## src/rtl/cpu_pkg.sv

```systemverilog
// Shared CPU datapath definitions: immediate-extension mode encodings and default widths.
package cpu_pkg;

  localparam int unsigned IMM_W = 16;
  localparam int unsigned XLEN  = 32;

  typedef logic [1:0] ext_mode_t;

  localparam ext_mode_t EXT_ZERO = 2'd0;
  localparam ext_mode_t EXT_SIGN = 2'd1;
  localparam ext_mode_t EXT_LUI  = 2'd2;
  localparam ext_mode_t EXT_BR   = 2'd3;

endpackage

```

## src/rtl/imm_ext_core.sv

```systemverilog
// Combinational immediate extender: zero, sign, upper-immediate and scaled branch offset.
module imm_ext_core
  import cpu_pkg::*;
#(
  parameter int unsigned IN_W     = IMM_W,
  parameter int unsigned OUT_W    = XLEN,
  parameter int unsigned BR_SHIFT = 2
) (
  input  logic [IN_W-1:0]  imm,
  input  logic [1:0]       mode,
  output logic [OUT_W-1:0] ext
);

  localparam int unsigned PadW = OUT_W - IN_W;

  logic [OUT_W-1:0] zext;
  logic [OUT_W-1:0] sext;

  always_comb begin
    zext = {{PadW{1'b0}}, imm};
    sext = {{PadW{imm[IN_W-1]}}, imm};
    ext  = '0;
    case (mode)
      EXT_ZERO: ext = zext;
      EXT_SIGN: ext = sext;
      EXT_LUI:  ext = {imm, {PadW{1'b0}}};
      EXT_BR:   ext = sext << BR_SHIFT;
      default:  ext = '0;
    endcase
  end

endmodule

```

## src/rtl/imm_ext_pipe.sv

```systemverilog
// Two-stage immediate extension unit with valid/ready flow control, flush and branch target.
module imm_ext_pipe
  import cpu_pkg::*;
#(
  parameter int unsigned IN_W     = IMM_W,
  parameter int unsigned OUT_W    = XLEN,
  parameter int unsigned BR_SHIFT = 2
) (
  input  logic             clk,
  input  logic             rst_n,
  input  logic             in_valid,
  output logic             in_ready,
  input  logic [IN_W-1:0]  in_imm,
  input  logic [1:0]       in_mode,
  input  logic [OUT_W-1:0] in_pc4,
  input  logic             flush,
  output logic             out_valid,
  input  logic             out_ready,
  output logic [OUT_W-1:0] out_ext,
  output logic [OUT_W-1:0] out_tgt,
  output logic [1:0]       out_mode
);

  logic             s1_valid_q, s1_valid_d;
  logic [IN_W-1:0]  s1_imm_q, s1_imm_d;
  logic [1:0]       s1_mode_q, s1_mode_d;
  logic [OUT_W-1:0] s1_pc4_q, s1_pc4_d;

  logic             s2_valid_q, s2_valid_d;
  logic [OUT_W-1:0] s2_ext_q, s2_ext_d;
  logic [OUT_W-1:0] s2_tgt_q, s2_tgt_d;
  logic [1:0]       s2_mode_q, s2_mode_d;

  logic             stage2_adv;
  logic             s1_adv;
  logic             accept;
  logic [OUT_W-1:0] core_ext;

  imm_ext_core #(
    .IN_W     (IN_W),
    .OUT_W    (OUT_W),
    .BR_SHIFT (BR_SHIFT)
  ) u_core (
    .imm  (s1_imm_q),
    .mode (s1_mode_q),
    .ext  (core_ext)
  );

  always_comb begin
    stage2_adv = !s2_valid_q || out_ready;
    s1_adv     = s1_valid_q && stage2_adv;
    // Flush blocks intake so a beat offered in the kill cycle is never captured.
    in_ready   = !flush && (!s1_valid_q || stage2_adv);
    accept     = in_valid && in_ready;
  end

  always_comb begin
    s1_valid_d = s1_valid_q;
    s1_imm_d   = s1_imm_q;
    s1_mode_d  = s1_mode_q;
    s1_pc4_d   = s1_pc4_q;
    if (accept) begin
      s1_valid_d = 1'b1;
      s1_imm_d   = in_imm;
      s1_mode_d  = in_mode;
      s1_pc4_d   = in_pc4;
    end else if (s1_adv) begin
      s1_valid_d = 1'b0;
    end
    if (flush) begin
      s1_valid_d = 1'b0;
    end
  end

  always_comb begin
    s2_valid_d = s2_valid_q;
    s2_ext_d   = s2_ext_q;
    s2_tgt_d   = s2_tgt_q;
    s2_mode_d  = s2_mode_q;
    if (s1_adv) begin
      s2_valid_d = 1'b1;
      s2_ext_d   = core_ext;
      s2_tgt_d   = (s1_mode_q == EXT_BR) ? s1_pc4_q + core_ext : '0;
      s2_mode_d  = s1_mode_q;
    end else if (out_ready) begin
      s2_valid_d = 1'b0;
    end
    if (flush) begin
      s2_valid_d = 1'b0;
    end
  end

  always_ff @(posedge clk or negedge rst_n) begin
    if (!rst_n) begin
      s1_valid_q <= 1'b0;
      s1_imm_q   <= '0;
      s1_mode_q  <= '0;
      s1_pc4_q   <= '0;
      s2_valid_q <= 1'b0;
      s2_ext_q   <= '0;
      s2_tgt_q   <= '0;
      s2_mode_q  <= '0;
    end else begin
      s1_valid_q <= s1_valid_d;
      s1_imm_q   <= s1_imm_d;
      s1_mode_q  <= s1_mode_d;
      s1_pc4_q   <= s1_pc4_d;
      s2_valid_q <= s2_valid_d;
      s2_ext_q   <= s2_ext_d;
      s2_tgt_q   <= s2_tgt_d;
      s2_mode_q  <= s2_mode_d;
    end
  end

  assign out_valid = s2_valid_q;
  assign out_ext   = s2_ext_q;
  assign out_tgt   = s2_tgt_q;
  assign out_mode  = s2_mode_q;

endmodule

```

## config.mk

```make
export PLATFORM = sky130hd
export DESIGN_NAME = imm_ext_pipe
export DESIGN_NICKNAME = d
export VERILOG_FILES = /design/src/rtl/cpu_pkg.sv /design/src/rtl/imm_ext_core.sv /design/src/rtl/imm_ext_pipe.sv
export SDC_FILE = /design/constraint.sdc
export NUM_CORES = 1
export LEC_CHECK = 0
export CAP_MARGIN = 20
export CORE_MARGIN = 2
export CORE_UTILIZATION = 53
export DETAILED_ROUTE_END_ITERATION = 10
export PLACE_DENSITY = 0.81
export SLEW_MARGIN = 20
export SYNTH_ARGS = -nofsm -noshare
export SYNTH_HDL_FRONTEND = slang
export SYNTH_HIERARCHICAL = 1
export SYNTH_SLANG_ARGS = --single-unit
```

## constraint.sdc

```tcl
create_clock -name clk -period 3.9 [get_ports clk]
set_clock_uncertainty 0.05 [all_clocks]
set_input_delay 0.78 -clock clk [delete_from_list [all_inputs] [get_ports clk]]
set_output_delay 0.78 -clock clk [all_outputs]
set_load 0.05 [all_outputs]
```

==> run metrics <==
status finished, final reports clean; CP delay by family, top compound AO/OA/AOI/OAI gates; M2 GR Usage 48.6%; commonest non-fill, non-tap cell in the layout nand2_1; Fill cells 919; gr usage total 30.0%; CTS Root Cell clkbuf_16; number of synthesized register bits 118; GRT busiest layer met2; Site Rows 40; Post-Route WL 18,900 um; CTS tree built; Seq/Total Area, Yosys 45.7%; GPL Wtd Cong 0.945; Max clock buf depth 2; Switching Share 40.0%; IO buf count 122; grt met3 use 6.62%; startpoint types register; grt total ovfl 0; vias per inst 6.08; post-CTS setup buffers 0; Vias 5,643; final period utilization 86.6%; most frequent CP cell a21o_1; Core Region 12,000 um2; first-pass GRT wire length 30,000 um; NumNets Final 855; Residual DRC 0; RSZ-0062 raised after global routing false; Reg clk slew, reported paths 60 ps; net count after synthesis 741; Slew @ Worst Pin 781 ps; Critical R2R Launch s1_mode_q[0]$_DFFE_PN0P_; Buf+Inv Stages, Crit Path 0; Detail Route Antenna Nets 0; post-synth top area cell dfrtp_1; CP max FO 14; die area 13,100 um2; WS Path Type register to register; Critical Path RT 4200 ps; I/O pins 123; Synth cell types 64; Max Clk Rate 296 MHz; Initial Util 54.1%; Mapped Cells 654; WL per Instance 20.3 um; met1 Usage GRT 38.7%; peak supply drop 367 uV; Slew Viols, Final 0; antenna cells 0; worst path arrival time 3680 ps; CTS H-Tree Depth 4; Synth top area share 45.7%; Synth area leaders dfrtp_1 46%, mux2_2 8.7%, nand2_1 8.6%; share of cells above drive strength 1 13.7%; 1st-pass router iterations 5; Tmin final 3380 ps; CTS Buf Count 17; crit-path cells and2_0, a21o_1, ha_1, a21o_1, a21o_1, a2111o_1, a221oi_2, nand4_1, o311a_1, nand3_1; Switch Pwr 0.00233 W; min-delay worst type input pin to asynchronous set/reset pin; DRC marker count from the first detailed-route iteration 506; synthesis-to-finish area growth 30.1%; CP Capture Type register; vias in the first global route 5,683; Hold Buf Count CTS 0; highest-delay cell along the critical path and2_0; DP Worst Slack 637 ps; power per cell area 693 nW/um2; Leak 3.91 nW; WHS 378 ps; Internal 0.00350 W; Setup crit start s1_mode_q[0]$_DFFE_PN0P_; Hold Vio Cnt, Final 0; Slew HR 48.0%; HPWL Detailed 14,000 um; Post-Syn Area 6470 um2; register share of total power 28.5%; syn avg cell area 9.89 um2; most frequent cells in the layout 147 x nand2_1, 121 x clkdlybuf4s50_1, 118 x dfrtp_1, 50 x mux2_2, 34 x a21oi_1; die height 114 um; max incr delay on CP 680 ps; largest net degree at the start of global routing 61; synth warn 6; Post-synth EDFFs 0; Synth Flop Type dfrtp_1; initial antenna violation count 0; CTS Sinks 118; CTS resizes 0; Logic pwr share 42.5%; clock share of power 29.0%; Final WS setup 523 ps; max cap viols 0; clk_lat worst skew 420 ps; TNS Setup 0 ps; ys async rst share 100%; final setup fails 0; die width 114 um
-- synthesized netlist by cell type, types with 4 or more instances --
cell      count
mux2_2       50
nor2_1       20
buf_1         8
o21ai_0      32
buf_2         4
o21a_1        8
a22o_1       19
o21bai_1      4
xor2_1       12
nand3_1       7
a21o_1       26
xnor2_1      10
clkbuf_1     16
a21oi_1      34
dfrtp_1     118
a21o_2        4
ha_1         31
and3_1        4
o211ai_1      8
inv_1         7
nand2_1     148
nor3_1        6
nand4_1      12
o21ai_1       4
-- metal layers --
metal  part of all wire, %  up-vias  wire length [um]
li1                      -     2564                 -
met4                   4.0        0               760
met5                     0        -                 0
met1                    41     2763              7770
met2                    48      253              9110
met3                   6.4       63              1210
-- path summary, 6_finish.rpt --
kind                                            to  slack (ps)  depth (start not counted)
max                        out_tgt[29]$_DFFE_PN0P_         520                         10
min                          out_valid$_DFFE_PN0P_         380                          1
max reg2reg                out_tgt[29]$_DFFE_PN0P_         520                         10
min reg2reg                out_ext[12]$_DFFE_PN0P_         430                          2
max in group asynchronous  out_ext[14]$_DFFE_PN0P_        2630                          2
min in group clk           out_ext[12]$_DFFE_PN0P_         430                          2
-- per-stage QoR --
step / cell area, um2 / util [%] / power (W) / cells
after floorplan: 6470 / - / 0.00333 / 654
after global placement: 7770 / 65.0 / 0.00407 / 896
after detailed placement: 7770 / 65.0 / 0.00412 / 896
after CTS: 8420 / 70.4 / 0.00583 / 928
after global routing: 8420 / 70.4 / 0.00609 / 928
final: 8420 / 70.4 / 0.00583 / 928
-- state kept, by name (all words and copies together) (netlist names) --
signal / count
out_ext: 32
out_tgt: 32
s1_pc4_q: 32
s1_imm_q: 16
out_mode: 2
s1_mode_q: 2
out_valid: 1
s1_valid_q: 1
-- worst reg2reg max path, cell delays in order, from the launching register on --
cell and delay (ps):
dfrtp_1 490, and2_0 680, a21o_1 190, ha_1 340
a21o_1 230, a21o_1 190, a2111o_1 440, a221oi_2 340
nand4_1 130, o311a_1 150, nand3_1 80
-- cells by family (layout without fill, tap and decap cells) --
kind of cell               count (synthesis)  in the layout  share of synthesized area (%)
and+or+nand+nor                          219            219                           14.8
AOI/OAI and AO/OA                        168            168                           17.8
DFF                                      118            118                           45.7
muxes                                     54             54                           9.34
buffers and inverters                     41            168                           3.15
adders and majority gates                 32             32                           6.31
xor gates and xnor gates                  22             22                           2.98
-- final cells by class --
class                      count  area (um2)  share of cell area (%)
multi-input combinational    495        3320                    39.4
sequential                   118        2950                    35.1
clock inverter                11         173                    2.05
tap                          147         184                    2.19
inverter                       8        30.0                   0.357
timing repair buffer         128        1290                    15.3
clock buffer                  21         470                    5.59
-- power by group through the flow --
stage	Clock (W)	Combinational (W)	Sequential, W
global placement	0	0.00241	0.00166
finish	0.00169	0.00248	0.00166
detailed placement	0	0.00245	0.00167
CTS	0.00171	0.00247	0.00166
global route	0.00176	0.00265	0.00169
floorplan	0	0.00113	0.00221
No activity file was read; power rests on OpenSTA's default activity.
